--- src/rtl/rejestry_alu.sv ---
// Register file with a per-register load/increment/decrement/clear unit.
// The file has two combinational read ports and one write port.
// Zero and carry flags record the result of the last operation that executed.
module rejestry_alu #(
   parameter int Rx_liczba = 8,
   parameter int SZER      = 8,
   parameter int ZERO_R0   = 0,
   localparam int AW       = (Rx_liczba > 2) ? $clog2(Rx_liczba) : 1
) (
   input  logic            clk,
   input  logic            rst,
   input  logic            wr_Rx,
   input  logic [AW-1:0]   nr_Rx,
   input  logic [1:0]      tryb,
   input  logic [SZER-1:0] dane,
   input  logic [AW-1:0]   nr_A,
   input  logic [AW-1:0]   nr_B,
   output logic [SZER-1:0] out_A,
   output logic [SZER-1:0] out_B,
   output logic            flaga_Z,
   output logic            flaga_C
);

   // Register count widened by one bit so numbers >= Rx_liczba can be detected
   localparam logic [AW:0] NUM_W = (AW+1)'(Rx_liczba);

   localparam logic [1:0] TRYB_LOAD = 2'b00;
   localparam logic [1:0] TRYB_INC  = 2'b01;
   localparam logic [1:0] TRYB_DEC  = 2'b10;
   localparam logic [1:0] TRYB_CLR  = 2'b11;

   logic [SZER-1:0] r_rx [Rx_liczba];
   logic            r_flaga_z;
   logic            r_flaga_c;

   logic            w_a_ok;
   logic            w_b_ok;
   logic            w_dst_ok;
   logic            w_exec;
   logic [SZER-1:0] w_old;
   logic [SZER:0]   w_inc;
   logic [SZER:0]   w_dec;
   logic [SZER-1:0] w_result;
   logic            w_carry;

   // Read ports: out-of-range numbers and a hardwired R0 read as zero
   always_comb begin
      w_a_ok = ({1'b0, nr_A} < NUM_W) && !((ZERO_R0 != 0) && (nr_A == '0));
      w_b_ok = ({1'b0, nr_B} < NUM_W) && !((ZERO_R0 != 0) && (nr_B == '0));
      out_A  = w_a_ok ? r_rx[nr_A] : '0;
      out_B  = w_b_ok ? r_rx[nr_B] : '0;
   end

   // Operation unit: result and carry/borrow computed from the destination's current value
   always_comb begin
      w_dst_ok = ({1'b0, nr_Rx} < NUM_W) && !((ZERO_R0 != 0) && (nr_Rx == '0));
      w_exec   = wr_Rx && w_dst_ok;
      w_old    = w_dst_ok ? r_rx[nr_Rx] : '0;
      w_inc    = {1'b0, w_old} + (SZER+1)'(1);
      w_dec    = {1'b0, w_old} - (SZER+1)'(1);
      w_result = '0;
      w_carry  = 1'b0;
      case (tryb)
         TRYB_LOAD: begin
            w_result = dane;
            w_carry  = 1'b0;
         end
         TRYB_INC: begin
            w_result = w_inc[SZER-1:0];
            w_carry  = w_inc[SZER];
         end
         TRYB_DEC: begin
            // The extra top bit goes high only when the register was zero, so it is the borrow
            w_result = w_dec[SZER-1:0];
            w_carry  = w_dec[SZER];
         end
         TRYB_CLR: begin
            w_result = '0;
            w_carry  = 1'b0;
         end
         default: begin
            w_result = '0;
            w_carry  = 1'b0;
         end
      endcase
   end

   // Register array update; reset takes priority over any pending operation
   always_ff @(posedge clk) begin
      for (int i = 0; i < Rx_liczba; i++) begin
         if (rst) begin
            r_rx[i] <= '0;
         end else if (w_exec && (nr_Rx == AW'(i))) begin
            r_rx[i] <= w_result;
         end
      end
   end

   // Flags change only on edges where an operation actually executes
   always_ff @(posedge clk) begin
      if (rst) begin
         r_flaga_z <= 1'b0;
         r_flaga_c <= 1'b0;
      end else if (w_exec) begin
         r_flaga_z <= (w_result == '0);
         r_flaga_c <= w_carry;
      end
   end

   assign flaga_Z = r_flaga_z;
   assign flaga_C = r_flaga_c;

endmodule

--- config.mk ---
export PLATFORM = sky130hd
export DESIGN_NAME = rejestry_alu
export DESIGN_NICKNAME = d
export VERILOG_FILES = /design/src/rtl/rejestry_alu.sv
export SDC_FILE = /design/constraint.sdc
export NUM_CORES = 1
export LEC_CHECK = 0
export ABC_AREA = 1
export CAP_MARGIN = 15
export CORE_UTILIZATION = 60
export CTS_CLUSTER_DIAMETER = 100
export DETAILED_ROUTE_END_ITERATION = 8
export GPL_ROUTABILITY_DRIVEN = 0
export PLACE_DENSITY = 0.82
export SYNTH_ARGS = -nofsm -noshare
export SYNTH_HDL_FRONTEND = slang
export SYNTH_SLANG_ARGS = --single-unit
export TNS_END_PERCENT = 20
--- constraint.sdc ---
create_clock -name clk -period 5.61 [get_ports clk]
set_clock_uncertainty 0.2 [all_clocks]
set_input_delay 0.8415 -clock clk [delete_from_list [all_inputs] [get_ports clk]]
set_output_delay 0.8415 -clock clk [all_outputs]
set_load 0.02 [all_outputs]
======== Yosys cells after proc, flatten, opt, wreduce, memory -nomap -nowiden ========
Memory sizes are Yosys's and may differ from the RTL's.
Index checks and enable logic that the tools add are counted.
cells by class
  eq/ne operators ......................... 10
  add/sub/neg operators ................... 2
  mux-type cells .......................... 36
  bitwise gates (word level) .............. 8
  reductions and logical operators ........ 12
operator list
  operator                                                               count
  8-bit two-way mux                                                      8
  8-bit one-hot mux with 4 select lines                                  1
  1-bit two-way mux                                                      26
  3-bit equality test, second input constant                             4
  8-bit by 1-bit adder with 9-bit output, second input constant          1
  8-bit by 1-bit subtractor with 9-bit output, second input constant     1
  1-bit logical AND                                                      8
  8-bit zero test                                                        1
  1-bit OR                                                               8
  3-bit by 2-bit equality test with 1-bit output, second input constant  2
  2-bit equality test, second input constant                             2
  3-bit by 1-bit equality test with 1-bit output, second input constant  1
  3-bit zero test                                                        1
  1-bit one-hot mux with 3 select lines                                  1
  2-bit by 1-bit equality test with 1-bit output, second input constant  1
  2-bit zero test                                                        1
  2-bit OR reduction                                                     1
storage, ports and cells
  output and inout bits ................... 18
  bits of input ports ..................... 22
  memories ................................ 1
  bits in writable memories ............... 64
  word-level logic and storage cells ...... 71
  bits in registers ....................... 2
memory list
  name  words  bits a word  rd ports  clocked after memory_dff  write ports  RTL line  text
  r_rx  8      8            3         0                         8            32        logic [SZER-1:0] r_rx [Rx_liczba];

======== Logic depth before layout (Yosys ltp) ========
Gate-level depths: netlist of run 1.
  depth after elaboration ................. 6
  mapped depth ............................ 20
  gate-level depth less buffers ........... 18

======== Worst setup path after synthesis of run 1 ========
No wires, ideal clock.
  kind .................................... input to register
  start ................................... input nr_Rx[0]
  end ..................................... register r_flaga_z, in the netlist flaga_Z
  required time ........................... 5342 ps
  stages .................................. 16
  setup slack ............................. 2579 ps
  arrival ................................. 2763 ps
  buffers on the path ..................... 2
  setup time .............................. 68 ps
  cells stage by stage .................... buf_6 -> inv_6 -> buf_6 -> nand2_1 -> nand2_1 -> nand2_1 -> nand3_1 -> nand2_1 -> ha_1 -> a221oi_2 -> nand2_1 -> nor2_1 -> nand4_1 -> nor2_1 -> nand3_1 -> a21oi_2
on the way
  cells in the longest elaborated chain, start to end .. 4
ends and longest elaborated chain
  element                                                                                                RTL line  text
  start, declared                                                                                        13        input logic [AW-1:0] nr_Rx,
  memory 8 x 8 bit *                                                                                     n/a
  8-bit by 1-bit subtractor with 9-bit output or 8-bit by 1-bit adder with 9-bit output (tied branches)  60, 59
  8-bit one-hot mux with 4 select lines *                                                                63        case (tryb)
  8-bit zero test *                                                                                      105       r_flaga_z <= (w_result == '0);
  end signal, assigned                                                                                   105
  end, declared                                                                                          33        logic r_flaga_z;
Mark *: on every way between the ends. The rest lies on a longest branch, timed or not.
A chain may end at the register's enable or synchronous reset.

======== Worst setup path in the final report of run 1 ========
  start ................................... input nr_B[0]
  end ..................................... output out_B[7]
on the way
  cells in the longest elaborated chain, start to end .. 1
ends and longest elaborated chain
  element           RTL line  text
  start, declared   17        input logic [AW-1:0] nr_B,
  memory 8 x 8 bit  n/a
  end, declared     19        output logic [SZER-1:0] out_B,
Every way passes these cells.

==> flow_summary.yaml, run 1 <==
logic_synthesis:
  synth_ff_type: "edfxtp_1"
  synth_seq_area_share: 0.392
  synth_edf_count: 64
  async_flop_share: 0
  syn_inst: 724
  synth.avg_cell_area_um2: 6.92
  ys_warn_count: 0
  ys_seq_elements: 66
  synth_cell_types: 37
  synth.cell_area_um2: 5010
  synth_nets: 748
drt:
  wl_um: 14700
  antenna_left: 0
  drt-initial-drc-count: 620
  dr.pass1.iters: 6
  via_per_inst: 6.10
  wl_per_cell_um: 17.1
  dr_total_vias: 5231
  drc: 0
die:
  row_count: 32
  die_w_um: 93.4
  coreArea_um2: 7890
  die_y_um: 93.4
  start_util: 0.635
  ios: 40
  die_area_um2: 8720
global_route:
  grt_usage: 0.353
  antenna_found_initial: 0
  gr-total-overflow: 0
  grt_pass1_wl_um: 23100
  grt_max_degree: 40
  first_global_vias: 4607
clock_network:
  cts_tree: "done"
  clk_path_buf_depth: 2
  cts_sinks: 66
  cts.clk_slew.worst_paths_ns: 0.07
  clock_latency_ns: 0.35
  cts-buffers-inserted: 9
  hold_buffers: 0
  cts-resized-gates: 0
  htreeDepth: 3
  cts-root-buf: "clkbuf_8"
  post-cts-setup-buffers: 0
finish:
  drive_gt1_frac: 0.0834
  layout_commonest_cell: "nand2_1"
  diodes: 0
  area_delta_synth_final_pct: 11.4
  final_cell_mix: "nand2_1 (225), inv_1 (101), o21ai_0 (75)"
  layout.nets: 774
  final_area_um2: 5580
sta:
  finalSetupViolations: 0
  rsz0062_at_grt: "no"
  max-slew-margin-rel: 0.401
  setup_tns_ns: 0
  hold_viol_final: 0
  worstMarginPinSlew_ns: 0.896
  fmaxAchievable_ghz: 0.212
  fin_crit_ns: 4.72
  period_share: 0.841
  holdWs_ns: 0.280
  maxSlewViolCount: 0
  worst_slack_ns: 0.894
power:
  leakage_nw: 2.61
  cellPowerDensity_nw_per_um2: 225
  ir_drop_mv: 0.157
setup_path:
  end_kind: "output pin"
  path_common_cell: "clkdlybuf4s50_1"
  crit_chain: "clkdlybuf4s50_1, buf_4, clkinv_1, a21oi_1, a221oi_1, a31oi_1, clkdlybuf4s50_1"
  arrival_ns: 3.67
  cp_max_fo: 39
  cp_slowest_cell: "clkdlybuf4s50_1"
  required_ns: 4.57
  cpPeakStageDelay_ns: 0.67
  path_class: "input pin to output pin"
  cp-start-kind: "input pin"
outcome:
  status: "finished clean"
placement:
  hpwl_um: 10800
  place_area_um2: 5390
  dpl_worst_slack_ns: 0.983
  io_buffer_count: 39
min_path:
  hold_class: "flip-flop to flip-flop"
job:
  maxCapViolations: 0
[power by group]
part / switching, mW / internal (mW) / total (mW)
sequential: 0.0160 / 0.564 / 0.580
combinational: 0.214 / 0.102 / 0.316
clock: 0.187 / 0.170 / 0.357
[worst max-delay path, delay by kind of cell]
kind / cells / cell delay [ns]
AO/OA/AOI/OAI: 3 / 0.74
buffers and inverters: 4 / 2.09
[kinds of logic after synthesis]
logic type	after synthesis	share of synthesized area
AND/OR/NAND/NOR	358	0.312
AO/OA/AOI/OAI	155	0.172
buffers and inverters	143	0.120
flip-flops	66	0.392
adder cells (fa/ha/maj)	2	0.00500
[cell usage after synthesis (3+ instances only)]
master,instances,area share
a21oi_1,45,0.045
a221oi_1,4,0.0070
a31oi_1,16,0.020
buf_2,4,0.0040
buf_4,3,0.0045
buf_6,5,0.011
clkbuf_1,21,0.016
edfxtp_1,64,0.38
inv_1,101,0.076
inv_2,4,0.0030
nand2_1,225,0.17
nand2_2,8,0.010
nand2_4,4,0.0090
nand3_1,32,0.032
nand3_2,9,0.018
nand4_1,3,0.0037
nor2_1,61,0.046
nor2_2,3,0.0037
nor2_4,4,0.0090
nor3_1,6,0.0060
o211ai_1,8,0.012
o21ai_0,75,0.075
[final timing paths]
| kind | start | endpoint | slack (ns) | cells past startpoint |
|---|---|---|---|---|
| hold / removal | flaga_Z | flaga_Z | 0.28 | 2 |
| setup reg to reg | r_rx[7][1] | r_rx[7][6] | 2.93 | 13 |
| hold reg to reg | flaga_Z | flaga_Z | 0.28 | 2 |
| setup / recovery | nr_B[0] | out_B[7] | 0.89 | 7 |
[flip-flops by register name, indices dropped and copies added (netlist names)]
signal   cells
flaga_C      1
r_rx        64
flaga_Z      1
[stage by stage]
step	total power, mW	cells	util
after detailed placement	0.892	837	0.683
after global placement	0.885	837	0.683
after floorplan	0.788	724	-
final	1.25	857	0.707
after CTS	1.24	853	0.705
after global routing	1.30	857	0.707
[area by class of cell]
class                   count  area (µm²)
clock buffers              11         141
clock inverters             5        30.0
fillers                   685        2310
inverters                 109         417
multi-input cells         515        2450
flip-flops and latches     66        1960
well taps                 102         128
repair buffers             49         455
[routing by layer]
metal	vias to the layer above	share of wire	global-route usage	wire length (µm)
li1	2410	-	-	-
met1	2376	0.39	0.480	5800
met2	385	0.45	0.563	6600
met3	60	0.12	0.0691	1760
met4	0	0.036	0.127	526
met5	-	0	0	0
(Power assumes the default switching activity.)
==> run 2: changes to the inputs <==
Settings changed: CORE_UTILIZATION 60 to 54, PLACE_DENSITY 0.82 to 0.78.
Clock period 5.61 ns to 4.3 ns, I/O delays scaled along.
==> flow_summary.yaml, run 2 (same netlist as run 1, synthesis figures left out) <==
outcome:
  status: "finished, violations left"
  violations: "DRC"
sta:
  finalSetupViolations: 0
  hold_viol_final: 0
  rsz0062_at_grt: "no"
  fmaxAchievable_ghz: 0.260
  worst_slack_ns: 0.450
  worstMarginPinSlew_ns: 0.924
  period_share: 0.895
  setup_tns_ns: 0
  max-slew-margin-rel: 0.379
  fin_crit_ns: 3.85
  maxSlewViolCount: 0
clock_network:
  cts-resized-gates: 0
  hold_buffers: 0
  htreeDepth: 3
  cts_sinks: 66
  cts_tree: "done"
  post-cts-setup-buffers: 0
  clock_latency_ns: 0.35
  cts-buffers-inserted: 9
  cts.clk_slew.worst_paths_ns: 0.07
  clk_path_buf_depth: 2
  cts-root-buf: "clkbuf_8"
setup_path:
  cp_max_fo: 19
  required_ns: 3.45
  cp_slowest_cell: "clkdlybuf4s50_1"
  end_kind: "output pin"
  cp-start-kind: "input pin"
  arrival_ns: 3.00
  path_class: "input pin to output pin"
  critPathBufInv: 4
  cpPeakStageDelay_ns: 0.63
  crit_chain: "clkdlybuf4s50_1, clkinv_1, buf_4, a21oi_1, o21ai_0, a31oi_1, clkdlybuf4s50_1"
  cp_top_family: "buffers and inverters"
  path_common_cell: "clkdlybuf4s50_1"
global_route:
  gr-usage-met3: 0.0680
  grt_pass1_wl_um: 24900
  gr-total-overflow: 0
  antenna_found_initial: 0
  first_global_vias: 4954
  top_usage_layer: "met2"
  grt_use_met2: 0.549
  gr-usage-met1: 0.415
  grt_usage: 0.334
  grt_max_degree: 39
power:
  leakage_nw: 2.66
  cellPowerDensity_nw_per_um2: 305
  ir_drop_mv: 0.282
die:
  die_y_um: 98.3
  die_area_um2: 9660
  die_w_um: 98.3
  row_count: 34
  start_util: 0.566
  ios: 40
  coreArea_um2: 8850
finish:
  layout.nets: 780
  diodes: 0
  multi_input_area_um2: 2450
  regMostFlops: "r_rx"
  final_cell_mix: "nand2_1 (225), inv_1 (101), o21ai_0 (75)"
  fillers: 822
  drive_gt1_frac: 0.0855
  area_delta_synth_final_pct: 13.2
  layout_commonest_cell: "nand2_1"
  seq_area_um2: 1960
  largest_reg_flops: 64
  final_area_um2: 5670
min_path:
  hold_class: "flip-flop to flip-flop"
drt:
  dr.pass1.iters: 7
  wl_per_cell_um: 17.8
  via_per_inst: 6.03
  antenna_left: 0
  drc: 4
  dr_total_vias: 5236
  wl_um: 15500
  drt-initial-drc-count: 660
job:
  maxCapViolations: 0
placement:
  io_buffer_count: 39
  dpl_worst_slack_ns: 0.405
  place_area_um2: 5470
  hpwl_um: 11400
[run 2: cell count changes in the layout (fill, tap and decap cells not counted), moves of 2 or more]
cell,change
clkinv_1,+2
clkinv_2,-3
clkbuf_2,-3
bufinv_16,+2
clkinvlp_4,-2
buf_4,+10
[run 2: worst paths after layout]
kind | from | end | slack, ns | depth (start not counted)
max | nr_B[0] | out_B[5] | 0.45 | 7
min | flaga_Z | flaga_Z | 0.28 | 2
max reg2reg | r_rx[7][0] | r_rx[3][6] | 1.69 | 13
min reg2reg | flaga_Z | flaga_Z | 0.28 | 2
[run 2: per-layer routing]
layer / part of all wire / routed length, µm
met5: 0 / 0
met4: 0.049 / 765
met3: 0.11 / 1750
met2: 0.46 / 7130
met1: 0.38 / 5820
[run 2: cell type report]
type,count,share of cell area
inverters,109,0.0735
multi-input cells,515,0.431
well taps,108,0.0238
clock inverters,4,0.0119
repair buffers,55,0.0900
clock buffers,11,0.0232
flip-flops and latches,66,0.346
[run 2: worst register-to-register path, delay by kind of cell, from the launching register on]
kind	cells	cell delay [ns]
adder cells (fa/ha/maj)	1	0.15
buffers and inverters	2	0.17
flip-flops	1	0.37
AND/OR/NAND/NOR	10	1.45
[run 2: through the flow]
step	power (mW)	instances	utilization	hold slack, ns
floorplan	1.03	724	-	0.353
global route	1.79	868	0.641	0.311
CTS	1.72	868	0.641	0.281
finish	1.73	868	0.641	0.277
detailed placement	1.18	853	0.618	0.271
global placement	1.16	853	0.618	0.266
[run 2: report_power, final]
| group | internal (mW) | total (mW) | switching (mW) |
|---|---|---|---|
| Combinational | 0.137 | 0.419 | 0.282 |
| Sequential | 0.735 | 0.756 | 0.0208 |
| Clock | 0.320 | 0.556 | 0.236 |
| Total | 1.19 | 1.73 | 0.539 |
